**config.mk**
```make
export PLATFORM = sky130hd
export DESIGN_NAME = flash_read_detector
export DESIGN_NICKNAME = d
export VERILOG_FILES = /design/src/rtl/flash_read_detector.sv
export SDC_FILE = /design/constraint.sdc
export NUM_CORES = 1
export LEC_CHECK = 0
export ABC_CLOCK_PERIOD_IN_PS = 3600
export CORE_UTILIZATION = 40
export DETAILED_ROUTE_END_ITERATION = 7
export MAX_ROUTING_LAYER = met4
export PLACE_DENSITY_LB_ADDON = 0.12
export SETUP_SLACK_MARGIN = 0.3
export SYNTH_ARGS = -nofsm -noshare
export SYNTH_HDL_FRONTEND = slang
export SYNTH_SLANG_ARGS = --single-unit
```
**constraint.sdc**
```tcl
create_clock -name clk -period 3.6 [get_ports clk]
set_input_delay 0.9 -clock clk [delete_from_list [all_inputs] [get_ports clk]]
set_output_delay 0.9 -clock clk [all_outputs]
set_load 0.01 [all_outputs]
```
**src/rtl/flash_read_detector.sv**
```systemverilog
// MLC read-side detector: buffers distorted Vth samples, resolves each with a
// two-step sense against three read references, and accumulates cell/bit-error counts.
module flash_read_detector #(
    parameter logic [15:0] REF1       = 16'h1000,
    parameter logic [15:0] REF2       = 16'h2000,
    parameter logic [15:0] REF3       = 16'h3000,
    parameter int          FIFO_DEPTH = 8
) (
    input  logic        clk,
    input  logic        reset,
    input  logic        inputValid,
    input  logic [15:0] inputVoltage,
    input  logic [1:0]  inputLevel,
    input  logic        clearCounters,
    output logic [1:0]  outputLevel,
    output logic [1:0]  outputBits,
    output logic        outputValid,
    output logic [31:0] cellCount,
    output logic [31:0] bitErrorCount,
    output logic        overflow
);

    // state | meaning
    // IDLE  | FIFO empty, waiting for a sample
    // MID   | compare against the middle reference (high bit)
    // SIDE  | compare against REF1 or REF3 (low bit), emit result
    typedef enum logic [1:0] {IDLE, MID, SIDE} state_t;

    localparam int AW = $clog2(FIFO_DEPTH);

    function automatic logic [1:0] gray_map(input logic [1:0] lvl);
        case (lvl)
            2'd0:    return 2'b11;
            2'd1:    return 2'b10;
            2'd2:    return 2'b00;
            default: return 2'b01;
        endcase
    endfunction

    logic [17:0]   r_mem [FIFO_DEPTH];
    logic [AW:0]   r_wr_ptr;
    logic [AW:0]   r_rd_ptr;
    state_t        r_state;
    logic [15:0]   r_v;
    logic [1:0]    r_tag;
    logic          r_hi;
    logic [1:0]    r_exp_bits;

    logic          w_empty;
    logic          w_full;
    logic          w_pop;
    logic          w_push;
    logic          w_lo;
    logic [17:0]   w_head;
    logic [1:0]    w_diff;
    logic [32:0]   w_err_sum;

    assign w_empty = (r_wr_ptr == r_rd_ptr);
    assign w_full  = (r_wr_ptr[AW] != r_rd_ptr[AW]) &&
                     (r_wr_ptr[AW-1:0] == r_rd_ptr[AW-1:0]);
    assign w_pop   = !w_empty && ((r_state == IDLE) || (r_state == SIDE));
    // A full FIFO can still accept when the head leaves in the same cycle.
    assign w_push  = inputValid && (!w_full || w_pop);
    assign w_head  = r_mem[r_rd_ptr[AW-1:0]];
    assign w_lo    = r_hi ? (r_v >= REF3) : (r_v >= REF1);

    always_ff @(posedge clk) begin
        if (w_push) begin
            r_mem[r_wr_ptr[AW-1:0]] <= {inputLevel, inputVoltage};
        end
    end

    always_ff @(posedge clk or negedge reset) begin
        if (!reset) begin
            r_wr_ptr <= '0;
            r_rd_ptr <= '0;
            overflow <= 1'b0;
        end else begin
            if (w_push) begin
                r_wr_ptr <= r_wr_ptr + {{AW{1'b0}}, 1'b1};
            end
            if (w_pop) begin
                r_rd_ptr <= r_rd_ptr + {{AW{1'b0}}, 1'b1};
            end
            if (inputValid && !w_push) begin
                overflow <= 1'b1;
            end
        end
    end

    always_ff @(posedge clk or negedge reset) begin
        if (!reset) begin
            r_state     <= IDLE;
            r_v         <= '0;
            r_tag       <= '0;
            r_hi        <= 1'b0;
            r_exp_bits  <= '0;
            outputLevel <= '0;
            outputBits  <= '0;
            outputValid <= 1'b0;
        end else begin
            outputValid <= 1'b0;
            case (r_state)
                IDLE: begin
                    if (w_pop) begin
                        r_v     <= w_head[15:0];
                        r_tag   <= w_head[17:16];
                        r_state <= MID;
                    end
                end
                MID: begin
                    r_hi    <= (r_v >= REF2);
                    r_state <= SIDE;
                end
                SIDE: begin
                    outputLevel <= {r_hi, w_lo};
                    outputBits  <= gray_map({r_hi, w_lo});
                    r_exp_bits  <= gray_map(r_tag);
                    outputValid <= 1'b1;
                    if (w_pop) begin
                        r_v     <= w_head[15:0];
                        r_tag   <= w_head[17:16];
                        r_state <= MID;
                    end else begin
                        r_state <= IDLE;
                    end
                end
                default: r_state <= IDLE;
            endcase
        end
    end

    // Counters consume the registered result during the outputValid cycle.
    assign w_diff    = outputBits ^ r_exp_bits;
    assign w_err_sum = {1'b0, bitErrorCount} + {31'd0, w_diff[1]} + {31'd0, w_diff[0]};

    always_ff @(posedge clk or negedge reset) begin
        if (!reset) begin
            cellCount     <= '0;
            bitErrorCount <= '0;
        end else if (clearCounters) begin
            cellCount     <= '0;
            bitErrorCount <= '0;
        end else if (outputValid) begin
            if (cellCount != 32'hFFFF_FFFF) begin
                cellCount <= cellCount + 32'd1;
            end
            bitErrorCount <= w_err_sum[32] ? 32'hFFFF_FFFF : w_err_sum[31:0];
        end
    end

endmodule
```
==> summary.md <==
| Metric | Value |
|---|---|
| Gate Count Post-Synth | 589 |
| Clock Path Buffers | 2 |
| Initial antenna violation count | 0 |
| Layout Utilization | 0.514 |
| Post-route ant nets | 0 |
| Clock skew | 0.0121 ns |
| Worst path arrival time | 3.14 ns |
| CP required | 3.94 ns |
| Min-delay worst type | reg2reg |
| CP max FO | 7 |
| ANT cells | 0 |
| Root Buffer | clkbuf_16 |
| Total track usage | 0.188 |
| Nets | 690 |
| Share of final-layout standard cells stronger than drive strength 1 | 0.122 |
| Via Count | 4788 |
| Synth Warn # | 0 |
| Largest cells by area after synthesis | dfrtp_1 (34%), edfxtp_1 (22%), mux4_2 (4.1%) |
| Asr flop ratio synth | 0.650 |
| Number of synthesized flops with an enable pin | 48 |
| Register area | 0.00367 mm² |
| Max VDD drop | 0.394 mV |
| Sequential cell area fraction in the yosys report | 0.554 |
| Max-slew violation count | 0 |
| Kind of critical path | reg2reg |
| Shortest period the worst path allows | 2.80 ns |
| Achievable Freq | 357 MHz |
| Synth top area share | 0.336 |
| Final setup fails | 0 |
| Final Hold Viols | 0 |
| Syn Nets | 621 |
| Die Span X | 131 µm |
| Core box area | 0.0160 mm² |
| CTS Buf Count | 17 |
| Die area | 0.0171 mm² |
| I/O pins | 92 |
| Worst-path clk slew | 0.06 ns |
| Lkg Pwr | 3.15 nW |
| Detailed Routing Iterations Pass 1 | 5 |
| 1st-iter DRT viols | 271 |
| Post-CTS resize count | 0 |
| First-pass GRT wire length | 23.6 mm |
| Area of the multi-input gates | 0.00269 mm² |
| CP endpoint kind | flop |
| # Max-Cap Violations | 0 |
| Area grow syn2layout | 24.2% |
| DRC Markers | 0 |
| Final wirelength | 14.4 mm |
| Final period util | 0.779 |
| Via/cell ratio | 5.40 |
| Unrepaired setup endpoints after global routing | false |
| Count leader, synth | dfrtp_1 |
| Die Y | 131 µm |
| Worst-Skew Late Latency | 0.41 ns |
| Largest net degree at the start of global routing | 58 |
| Worst Setup Start Kind | flop |
| Most frequent cells after synthesis | dfrtp_1 (89), edfxtp_1 (48), nor2_1 (47), a21oi_1 (42), nand2_1 (37) |
| Initial Util | 0.414 |
| Synthesized cell area | 0.00662 mm² |
| Row count | 46 |
| Synth Register Bits | 137 |
| Power Dens Cells | 614 mW/mm² |
| H-tree Lvls | 4 |
| Routed len/inst | 16.3 µm |
| Setup bufs post-CTS | 0 |
| Vias in the first global route | 4560 |
| Clk sink count | 137 |
| Fill count | 1442 |
| Primary FF master, synth | dfrtp_1 |
| Unique masters post-synth | 61 |
| Setup TNS | 0 ns |
| Avg Cell Area, Syn | 11.2 µm² |
| Cell taking the most area after synthesis | dfrtp_1 |
| CTS hold repair buffers | 0 |
| Status | finished clean |
| Final Wtd Congestion | 0.809 |
| CTS tree | yes |
| Slew HR | 0.220 |
| Grt total ovfl | 0 |
| Dpl hpwl | 9.66 mm |
| PortBufs | 79 |
| Least-Margin Pin Slew | 1.16 ns |
==> power by group <==
| group | switching (mW) | internal [mW] |
|---|---|---|
| Combinational | 0.641 | 0.549 |
| Clock | 0.678 | 1.16 |
| Sequential | 0.161 | 1.86 |
==> worst max-delay path, cell delays in order, from the launching register on <==
cell,delay (ns)
dfrtp_1,0.40
xnor2_1,0.15
fa_1,0.44
inv_1,0.08
ha_1,0.25
nand3_4,0.11
or3_4,0.42
nor4_4,0.48
and4b_1,0.26
nor3_2,0.14
==> per-stage QoR <==
step                      hold WS, ns  instances  instance area [µm²]  setup slack (ns)  total power, mW
after floorplan                 0.426        589                 6620              1.02             2.89
after global placement          0.440        855                 7590             0.697             3.23
after detailed placement        0.453        855                 7590             0.645             3.27
after CTS                       0.457        887                 8220             0.755             5.12
after global routing            0.482        887                 8220             0.641             5.33
final                           0.457        887                 8220             0.797             5.05
==> area by class of cell <==
type,count,share of cell area
inverters,19,0.00868
clock inverters,12,0.0196
clock buffers,20,0.0569
flip-flops and latches,137,0.446
multi-input cells,390,0.327
well taps,216,0.0329
repair buffers,93,0.108
==> worst paths after layout <==
kind | from | endpoint | slack [ns] | cells after the start
min reg2reg | r_state[1] | r_state[1] | 0.46 | 1
min in group asynchronous | reset | bitErrorCount[20] | 0.55 | 1
max reg2reg | outputBits[0] | bitErrorCount[22] | 0.80 | 9
max in group asynchronous | reset | bitErrorCount[5] | 2.32 | 2
max | outputBits[0] | bitErrorCount[22] | 0.80 | 9
min | r_state[1] | r_state[1] | 0.46 | 1
==> cell families after synthesis <==
kind of cell,after synthesis,synth area share
and+or+nand+nor,218,0.184
DFF,137,0.554
AOI/OAI and AO/OA,95,0.0862
buffers and inverters,62,0.0393
xor gates and xnor gates,41,0.0542
muxes,25,0.0610
adders and majority gates,11,0.0215
==> registers in the layout, indices dropped and copies added (netlist names) <==
name           flops
bitErrorCount     32
r_rd_ptr           4
r_state            2
r_tag              2
outputBits         2
r_mem             48
r_v                4
cellCount         32
outputLevel        2
r_hi               1
overflow           1
outputValid        1
r_wr_ptr           4
r_exp_bits         2
==> cells in the final DEF, fill, tap and decap left out, drive strengths merged, types with 8 or more instances in the layout <==
master,n
dfrtp,89
clkdlybuf4s50,77
edfxtp,48
nor2,47
a21oi,42
nand2,37
nand4,34
xor2,28
nand3,27
nor3,26
inv,23
clkbuf,20
buf,16
a31oi,14
xnor2,13
o21ai,13
a211oi,12
mux4,12
mux2i,10
and3,10
ha,9
nor4,8
==> per-layer routing <==
| layer | GRT usage | up-vias | share of wire |
|---|---|---|---|
| li1 | - | 2303 | - |
| met1 | 0.236 | 2375 | 0.45 |
| met2 | 0.299 | 100 | 0.50 |
| met3 | 0.0366 | 10 | 0.036 |
| met4 | 0.0757 | 0 | 0.015 |
| met5 | - | - | 0 |
(Power assumes the default switching activity.)
==> variant (same flow settings) <==
Re-encode `state_t` (3 states) as one-hot, 3 bits wide.
--- a/src/rtl/flash_read_detector.sv
+++ b/src/rtl/flash_read_detector.sv
@@ -24,7 +24,7 @@
     // IDLE  | FIFO empty, waiting for a sample
     // MID   | compare against the middle reference (high bit)
     // SIDE  | compare against REF1 or REF3 (low bit), emit result
-    typedef enum logic [1:0] {IDLE, MID, SIDE} state_t;
+    typedef enum logic [2:0] {IDLE = 3'b001, MID = 3'b010, SIDE = 3'b100} state_t;
 
     localparam int AW = $clog2(FIFO_DEPTH);
 
Behaviour: same outputs for any inputs over 4 cycles, from zero or initial values and one cycle with reset low; so few cycles prove little.
==> variant against the original RTL <==
Sequential cell count up 1; area after synthesis down 0.66%; routed wire length up 7.0%; hold slack worse by 0.0062 ns; setup slack worse by 0.098 ns; non-clock buffer count up 6; fmax down 3.4%; final area down 0.90%; critical path depth unchanged; total power down 6.1%; critical path type unchanged; critical endpoint is now bitErrorCount[11]; largest cell class unchanged; largest power group unchanged.
==> variant: results (changes against the original RTL) <==
Global route
  • GRT met2 Usage: 0.297 (-0.00154)
  • Grt met1 use: 0.272 (+0.0363)
  • GRT Overall Usage: 0.202 (+0.0142)
  • GRT met3 Usage: 0.0402 (+0.00354)
  • Largest net degree at the start of global routing: 54 (-6.9%)
  • Vias in the first global route: 4751 (+4.2%)
  • First-pass GRT wire length: 25000 um (+5.7%)

Power
  • Power Dens Cells: 582 nW/um2 (-5.3%)
  • Logic pwr share: 0.230 (-0.006)
  • Switching power total: 1.42 mW (-3.8%)

Synthesis
  • Most frequent cells after synthesis: dfrtp_1 (89), edfxtp_1 (48), nand2_1 (47)
  • Synthesized Nets: 618 (-0.48%)
  • Async set or reset register ratio after synthesis: 0.652 (+0.00254)
  • Largest cells by area after synthesis: dfrtp_1 (34%), edfxtp_1 (22%), mux4_2 (4.1%)
  • Register area share after synthesis: 0.562 (+0.00769)

Worst setup path
  • Crit path DAT: 3.19 ns (+0.05 ns)
  • Critical Path Slowest Stage Cell: and4_1
  • Slowest cell delay on critical path: 0.45 ns (-0.03 ns)

Cells and area
  • Share of cells above drive strength 1: 0.110 (-0.0119)
  • Final net count: 696 (+0.87%)
  • Fin cells: 896 (+1.0%)

Route
  • Initial DRC Count: 407 (+50%)

Place
  • Pre-CTS setup slack: 0.612 ns (-0.0329 ns)
  • Placed cell count: 861 (+0.70%)
  • Gp weighted congestion: 0.816 (+0.91%)

STA
  • Final Skew: 0.00853 ns (-0.00354 ns)

Status
  • Outcome: finished clean
## variant: logic make-up after synthesis
group | after synthesis | synth area share
and+or+nand+nor | 228 | 0.185
DFF | 138 | 0.562
AOI/OAI and AO/OA | 100 | 0.0934
buffers and inverters | 54 | 0.0352
xor gates and xnor gates | 38 | 0.0506
muxes | 24 | 0.0596
adders and majority gates | 7 | 0.0145
## variant: critical path, delay by kind of cell, from the launching register on
family                   cells  cell delay [ns]
AND/OR/NAND/NOR              4             1.09
adder cells (fa/ha/maj)      2             0.63
flip-flops                   1             0.41
AO/OA/AOI/OAI                1             0.39
XOR/XNOR                     1             0.15
buffers and inverters        1             0.10
## variant: layout make-up
type	count	area [um2]
fillers	1423	7800
flip-flops and latches	138	3690
multi-input cells	397	2650
repair buffers	99	933
clock buffers	22	474
well taps	216	270
clock inverters	10	70.1
inverters	14	52.6
## variant: what timing repair did
action | in CTS | in global routing
setup endpoints to repair | 0 | 1
hold endpoints to repair | 0 | 0
hold buffers | 0 | 0
buffers inserted | 0 | 3
## variant: path summary, 6_finish.rpt
path	from	endpoint	slack, ns	cells past startpoint
min in group asynchronous	reset	bitErrorCount[0]	0.53	1
max in group asynchronous	reset	r_state[0]	2.28	2
min	overflow	overflow	0.45	1
min reg2reg	overflow	overflow	0.45	1
max	outputBits[0]	bitErrorCount[11]	0.70	9
max reg2reg	outputBits[0]	bitErrorCount[11]	0.70	9
## variant: per-layer routing
| layer | vias up | routed length [um] |
|---|---|---|
| met5 | - | 0 |
| met4 | 0 | 289 |
| met3 | 26 | 723 |
| met2 | 142 | 7090 |
| met1 | 2458 | 7340 |
| li1 | 2346 | - |
